[config.mk]
export PLATFORM = sky130hd
export DESIGN_NAME = pmc_dc_bus_master
export DESIGN_NICKNAME = d
export VERILOG_FILES = /design/src/rtl/pmc_dc_bm_pkg.sv /design/src/rtl/pmc_dc_bm_fifo.sv /design/src/rtl/pmc_dc_bus_master.sv
export SDC_FILE = /design/constraint.sdc
export NUM_CORES = 1
export LEC_CHECK = 0
export CORE_ASPECT_RATIO = 0.5
export CORE_MARGIN = 8
export CORE_UTILIZATION = 49
export DETAILED_ROUTE_END_ITERATION = 6
export PLACE_DENSITY_LB_ADDON = 0.2
export SYNTH_ARGS = -nofsm -noshare
export SYNTH_HDL_FRONTEND = slang
export SYNTH_SLANG_ARGS = --single-unit
[constraint.sdc]
create_clock -name clk -period 2.78 [get_ports clk]
set_input_delay 0.556 -clock clk [delete_from_list [all_inputs] [get_ports clk]]
set_output_delay 0.556 -clock clk [all_outputs]
set_load 0.01 [all_outputs]
[src/rtl/pmc_dc_bm_pkg.sv]
// Shared types for the PMC data-bus master: FSM states and the queued command word.
// Latency: n/a (types only).
// Backpressure: n/a (types only).
package pmc_dc_bm_pkg;

    typedef enum logic [1:0] {
        IDLE,
        REQ,
        WAIT_RVALID,
        RSP
    } pmc_dc_bm_state_e;

    typedef struct packed {
        logic        we;
        logic [3:0]  be;
        logic [31:0] addr;
        logic [31:0] wdata;
    } pmc_dc_bm_cmd_t;

endpackage

[src/rtl/pmc_dc_bm_fifo.sv]
// Synchronous command FIFO; extra pointer MSB tells full from empty.
// Latency: a pushed entry is visible at the head on the next cycle (no bypass).
// Backpressure: a push while full and a pop while empty are both ignored.
module pmc_dc_bm_fifo
    import pmc_dc_bm_pkg::*;
#(
    parameter int DEPTH = 4
) (
    input  logic           clk,
    input  logic           rst_n,
    input  logic           push,
    input  pmc_dc_bm_cmd_t push_dat,
    input  logic           pop,
    output pmc_dc_bm_cmd_t pop_dat,
    output logic           full,
    output logic           empty
);

    localparam int AW = $clog2(DEPTH);

    pmc_dc_bm_cmd_t mem [DEPTH];
    logic [AW:0]    wr_ptr;
    logic [AW:0]    rd_ptr;
    logic           do_push;
    logic           do_pop;

    assign do_push = push && !full;
    assign do_pop  = pop && !empty;

    always_ff @(posedge clk or negedge rst_n) begin
        if (!rst_n) begin
            wr_ptr <= '0;
            rd_ptr <= '0;
        end else begin
            if (do_push) wr_ptr <= wr_ptr + 1'b1;
            if (do_pop)  rd_ptr <= rd_ptr + 1'b1;
        end
    end

    // Storage carries no reset; only the pointers define validity.
    always_ff @(posedge clk) begin
        if (do_push) mem[wr_ptr[AW-1:0]] <= push_dat;
    end

    assign pop_dat = mem[rd_ptr[AW-1:0]];
    assign empty   = (wr_ptr == rd_ptr);
    assign full    = (wr_ptr[AW] != rd_ptr[AW]) && (wr_ptr[AW-1:0] == rd_ptr[AW-1:0]);

endmodule

[src/rtl/pmc_dc_bus_master.sv]
// Queues register commands and issues them one at a time on the data bus, one in-order response each.
// Latency: command accepted in cycle 0 gives bus_req in cycle 2; rvalid in cycle k gives rsp_valid in k+1.
// Backpressure: cmd_ready drops when the queue is full; the FSM holds in RSP until rsp_ready.
module pmc_dc_bus_master
    import pmc_dc_bm_pkg::*;
#(
    parameter int CMD_FIFO_DEPTH = 4,
    parameter int TIMEOUT_CYCLES = 255
) (
    input  logic        clk,
    input  logic        rst_n,
    input  logic        cmd_valid,
    output logic        cmd_ready,
    input  logic        cmd_we,
    input  logic [3:0]  cmd_be,
    input  logic [31:0] cmd_addr,
    input  logic [31:0] cmd_wdata,
    output logic        rsp_valid,
    input  logic        rsp_ready,
    output logic [31:0] rsp_rdata,
    output logic        rsp_err,
    output logic        busy,
    output logic        bus_req,
    input  logic        bus_gnt,
    input  logic        bus_rvalid,
    input  logic        bus_err,
    output logic        bus_we,
    output logic [3:0]  bus_be,
    output logic [31:0] bus_addr,
    output logic [31:0] bus_wdata,
    input  logic [31:0] bus_rdata
);

    localparam int TW       = (TIMEOUT_CYCLES > 0) ? $clog2(TIMEOUT_CYCLES + 1) : 1;
    localparam int TO_LAST_I = (TIMEOUT_CYCLES > 0) ? TIMEOUT_CYCLES - 1 : 0;
    localparam logic [TW-1:0] TO_LAST = TO_LAST_I[TW-1:0];
    localparam logic [TW-1:0] TO_SAT  = TIMEOUT_CYCLES[TW-1:0];

    pmc_dc_bm_state_e state_q;
    pmc_dc_bm_state_e state_d;

    pmc_dc_bm_cmd_t   push_cmd;
    pmc_dc_bm_cmd_t   head_cmd;
    logic             fifo_push;
    logic             fifo_pop;
    logic             fifo_full;
    logic             fifo_empty;

    logic [TW-1:0]    to_cnt;
    logic             timeout_hit;
    logic             waiting;

    logic             load_cmd;
    logic             rsp_load;
    logic             rsp_err_d;
    logic [31:0]      rsp_rdata_d;

    assign push_cmd  = '{we: cmd_we, be: cmd_be, addr: cmd_addr, wdata: cmd_wdata};
    assign fifo_push = cmd_valid && cmd_ready;

    pmc_dc_bm_fifo #(
        .DEPTH (CMD_FIFO_DEPTH)
    ) u_cmd_fifo (
        .clk      (clk),
        .rst_n    (rst_n),
        .push     (fifo_push),
        .push_dat (push_cmd),
        .pop      (fifo_pop),
        .pop_dat  (head_cmd),
        .full     (fifo_full),
        .empty    (fifo_empty)
    );

    assign waiting     = (state_q == REQ) || (state_q == WAIT_RVALID);
    // Fires in the cycle the count would reach TIMEOUT_CYCLES, so the wait lasts exactly that long.
    assign timeout_hit = (TIMEOUT_CYCLES != 0) && (to_cnt == TO_LAST);

    always_ff @(posedge clk or negedge rst_n) begin
        if (!rst_n) state_q <= IDLE;
        else        state_q <= state_d;
    end

    always_comb begin
        state_d     = state_q;
        fifo_pop    = 1'b0;
        load_cmd    = 1'b0;
        rsp_load    = 1'b0;
        rsp_err_d   = 1'b0;
        rsp_rdata_d = '0;
        case (state_q)
            IDLE: begin
                if (!fifo_empty) begin
                    state_d  = REQ;
                    load_cmd = 1'b1;
                end
            end
            REQ: begin
                if (bus_gnt) begin
                    fifo_pop = 1'b1;
                    state_d  = WAIT_RVALID;
                end else if (timeout_hit) begin
                    // An ungranted command is still consumed so the sequencer sees one response.
                    fifo_pop  = 1'b1;
                    state_d   = RSP;
                    rsp_load  = 1'b1;
                    rsp_err_d = 1'b1;
                end
            end
            WAIT_RVALID: begin
                if (bus_rvalid) begin
                    state_d     = RSP;
                    rsp_load    = 1'b1;
                    rsp_err_d   = bus_err;
                    rsp_rdata_d = (bus_we || bus_err) ? 32'h0 : bus_rdata;
                end else if (timeout_hit) begin
                    state_d   = RSP;
                    rsp_load  = 1'b1;
                    rsp_err_d = 1'b1;
                end
            end
            RSP: begin
                if (rsp_ready) state_d = IDLE;
            end
            default: state_d = IDLE;
        endcase
    end

    always_ff @(posedge clk or negedge rst_n) begin
        if (!rst_n) begin
            bus_we    <= 1'b0;
            bus_be    <= '0;
            bus_addr  <= '0;
            bus_wdata <= '0;
            rsp_err   <= 1'b0;
            rsp_rdata <= '0;
            to_cnt    <= '0;
        end else begin
            if (load_cmd) begin
                bus_we    <= head_cmd.we;
                bus_be    <= head_cmd.be;
                bus_addr  <= head_cmd.addr;
                bus_wdata <= head_cmd.wdata;
            end
            if (rsp_load) begin
                rsp_err   <= rsp_err_d;
                rsp_rdata <= rsp_rdata_d;
            end
            if ((state_d != state_q) && ((state_d == REQ) || (state_d == WAIT_RVALID))) begin
                to_cnt <= '0;
            end else if (waiting && (to_cnt != TO_SAT)) begin
                to_cnt <= to_cnt + 1'b1;
            end
        end
    end

    assign bus_req   = (state_q == REQ);
    assign rsp_valid = (state_q == RSP);
    assign cmd_ready = !fifo_full;
    assign busy      = !fifo_empty || (state_q != IDLE);

endmodule

==> summary.txt <==
Synth
  – Number of flops mapped to enable cells by yosys: 276
  – Async set-reset flop share out of synthesis: 29.9%
  – Synth Area in Compound Gates: 2.27%
  – Portion of the post-synthesis area used by sequential elements: 75.4%
  – Post-synthesis xor/xnor area fraction: 0.764%
  – Number of warnings reported in the yosys synthesis log: 0
  – Adder-cell share of the synthesized area: 1.01%
  – Mapped Cells: 766
  – Flip-flop cell with the highest count after synthesis: sky130_fd_sc_hd__edfxtp_1
  – Number of distinct library cells after synthesis: 39
  – Post-synthesis average cell area: 19.5 um^2
  – Synthesized netlist net count: 886
  – Proportion of synthesized area in mux cells: 15.8%
  – Cell Area, Synth: 14900 um^2
  – Fraction of the mapped netlist area in simple logic gates: 3.41%
  – Flip-flop and latch count after synthesis: 394
  – Main combinational cell family by area after synthesis: multiplexers

GRT
  – Wire length of the first global-routing pass: 47600 um
  – Number of global-route vias before repair: 8407
  – Overall track demand over capacity in global routing: 16.6%
  – Maximum number of pins on one net before global-route repair: 72
  – Number of antenna violations at the first check in global routing: 3
  – Residual overflow from global routing: 0

CTS
  – # hold bufs at CTS: 0
  – Clock tree from TritonCTS: done
  – Clock-pin slew on the worst setup and hold paths: 0.07 ns
  – Clock buffers created by TritonCTS: 36
  – Clock root buffer: sky130_fd_sc_hd__clkbuf_16
  – Total clock sinks: 394
  – Clock Path Buffers: 3
  – Number of levels the H-tree was split into: 2
  – Latest clock arrival within the worst-skew pair: 0.54 ns

Timing
  – Post-route clock skew: 0.0227 ns
  – Part of the cycle the worst path needs: 96.1%
  – Final Hold Fails: 0
  – Highest Clock Rate: 374 MHz
  – Number of setup violations in the final report: 0
  – Final Critical Period: 2.67 ns
  – Final Slew Violations: 0
  – Setup repair after global routing missed its margin: false
  – Setup TNS: 0 ns
  – Slew HR: 56.7%
  – Worst-Margin Slew: 0.645 ns

Finish
  – Area of the multi-input gates: 3510 um^2
  – Post-layout util: 63.2%
  – Area of all sequential standard cells: 11200 um^2
  – Share of post-route cells with drive strength above 1: 23.0%
  – Post-layout instance count excluding filler cells: 1440
  – Filler instances: 2111
  – Most frequent cells in the layout: sky130_fd_sc_hd__edfxtp_1, sky130_fd_sc_hd__clkdlybuf4s50_1, sky130_fd_sc_hd__dfrtp_1
  – Most common cell after layout, fill and taps aside: sky130_fd_sc_hd__edfxtp_1
  – Final layout net count: 1130
  – Layout-stage area growth over the synthesis result: 27.8%
  – Final instance area: 19000 um^2

Critical path
  – Peak fanout along the critical path: 6
  – Number of buffers and inverters on the critical path: 2
  – Required time reported for the critical path endpoint: 2.22 ns
  – Crit-path max cell delay: 0.55 ns
  – Cell type of the slowest stage on the worst timing path: sky130_fd_sc_hd__clkdlybuf4s50_1
  – Signal arrival time at the worst endpoint: 2.12 ns
  – Crit start category: flip-flop
  – CP Cell Sequence: inv_1, ha_1, nand2_1, clkdlybuf4s50_1
  – Crit path max-delay family: buffers and inverters
  – Start-to-end type of the worst setup path: flip-flop to output pin
  – Worst Setup End Kind: output pin

Pwr
  – Highest ir drop seen on vdd: 0.000726 V
  – Power per Cell Area: 1100 nW/um^2
  – Leak pwr: 6.72 nW

Detailed routing
  – Violation count after the first detailed-route iteration: 351
  – Remaining antenna violation count: 0
  – Average wire per cell in the routed design: 21.4 um
  – Final wirelength: 30800 um
  – Total DRC errors in the routed layout: 0
  – Number of vias after detailed routing: 7661
  – Average via count per standard cell: 5.32
  – Drt pass-1 iters: 6

Floorplan
  – Initial core utilization: 49.5%
  – Die Wd: 263 um
  – Die Y-Extent: 139 um
  – Floorplan core area: 30100 um^2
  – Number of standard-cell rows in the floorplan: 45
  – Top-Level Pins: 214
  – Overall die area: 36600 um^2

Flow run
  – Count of max-cap constraint violations: 0

Outcome
  – Outcome: complete, no violations

Hold path
  – HP Class: primary input to asynchronous set/reset pin

Placed design
  – Quantity of I/O buffers inserted on ports: 213
  – DP Wirelength: 19200 um
  – Area post-placement: 17700 um^2
  – # placed instances: 1368
  – Global placer's final weighted congestion: 0.759
[report_power, final]
| part | total [mW] | internal, mW | switching [mW] |
|---|---|---|---|
| Clock | 5.26 | 3.10 | 2.16 |
| Combinational | 7.02 | 3.78 | 3.24 |
| Sequential | 8.59 | 8.01 | 0.583 |
[synth_stat cells (3+ instances only)]
master | n | area [um^2]
sky130_fd_sc_hd__o21ai_0 | 36 | 180
sky130_fd_sc_hd__mux2_2 | 71 | 800
sky130_fd_sc_hd__xnor2_1 | 7 | 61.3
sky130_fd_sc_hd__and3_1 | 7 | 43.8
sky130_fd_sc_hd__nand3_1 | 7 | 35.0
sky130_fd_sc_hd__nand2_1 | 74 | 278
sky130_fd_sc_hd__nor3_1 | 8 | 40.0
sky130_fd_sc_hd__a21oi_1 | 4 | 20.0
sky130_fd_sc_hd__mux4_2 | 69 | 1550
sky130_fd_sc_hd__clkbuf_1 | 18 | 67.6
sky130_fd_sc_hd__edfxtp_1 | 276 | 8290
sky130_fd_sc_hd__buf_2 | 13 | 65.1
sky130_fd_sc_hd__dfrtp_1 | 118 | 2950
sky130_fd_sc_hd__buf_6 | 3 | 33.8
sky130_fd_sc_hd__ha_1 | 12 | 150
sky130_fd_sc_hd__inv_1 | 6 | 22.5
sky130_fd_sc_hd__xor2_1 | 6 | 52.6
sky130_fd_sc_hd__nor2_1 | 7 | 26.3
[kinds of logic after synthesis]
| kind of cell | after synthesis |
|---|---|
| mux | 140 |
| flops | 394 |
| xor+xnor | 13 |
| buf+inv | 41 |
| simple gates | 114 |
| fa+ha+maj | 12 |
| compound gates | 52 |
[layout make-up]
type	count	share of cell area [%]
Antenna cell	3	0.0394
Clock buffer	44	5.17
Clock inverter	22	1.47
Inverter	6	0.118
Multi-Input combinational cell	331	18.4
Sequential cell	394	59.1
Tap cell	399	2.62
Timing Repair Buffer	241	13.1
[what timing repair did]
| item | 4_1_cts | 5_1_grt |
|---|---|---|
| gates resized for setup | 2 | 1 |
| pin swaps | 0 | 0 |
| buffers inserted | 0 | 3 |
| setup endpoints to repair | 2 | 1 |
[final timing paths]
check,startpoint,endpoint,slack (ns),cells after the start
worst max-delay path,state_q[0],busy,0.11,4
worst min-delay path,rst_n,bus_addr[18],0.02,1
max in group asynchronous,rst_n,rsp_rdata[30],2.06,2
min in group clk,rsp_rdata[28],rsp_rdata[28],0.48,2
worst max register to register,state_q[0],to_cnt[7],0.29,8
worst min register to register,rsp_rdata[28],rsp_rdata[28],0.48,2
[worst register-to-register path, cell delays in order (launching register included)]
cell and delay (ns):
sky130_fd_sc_hd__dfrtp_1 0.50, sky130_fd_sc_hd__inv_1 0.18, sky130_fd_sc_hd__ha_1 0.33, sky130_fd_sc_hd__o31a_1 0.34, sky130_fd_sc_hd__a211oi_4 0.27, sky130_fd_sc_hd__xnor2_1 0.19
sky130_fd_sc_hd__o31ai_2 0.09, sky130_fd_sc_hd__buf_4 0.17, sky130_fd_sc_hd__nor4b_1 0.31
[per-layer routing]
layer / up-vias / track usage (%) / part of all wire (%)
li1: 3469 / - / -
met1: 3992 / 20.3 / 42
met2: 167 / 29.5 / 52
met3: 33 / 3.97 / 4.9
met4: 0 / 4.14 / 1.4
met5: - / 0 / 0
[metrics by stage]
stage                     setup WS (ns)  hold WS, ns  total power, mW
after global routing            0.00638       0.0557             21.9
after floorplan                   0.547        0.260             12.9
after detailed placement          0.240        0.471             15.9
after CTS                       0.00147       0.0282             21.1
after global placement            0.271        0.462             15.6
final                             0.107       0.0229             20.9
[sequential cells by signal, indices dropped and copies added (netlist names)]
name               flops
bus_addr              32
bus_be                 4
bus_wdata             32
bus_we                 1
rsp_err                1
rsp_rdata             32
state_q                2
to_cnt                 8
u_cmd_fifo.mem       276
u_cmd_fifo.rd_ptr      3
u_cmd_fifo.wr_ptr      3
No activity file was read; power rests on OpenSTA's default activity.
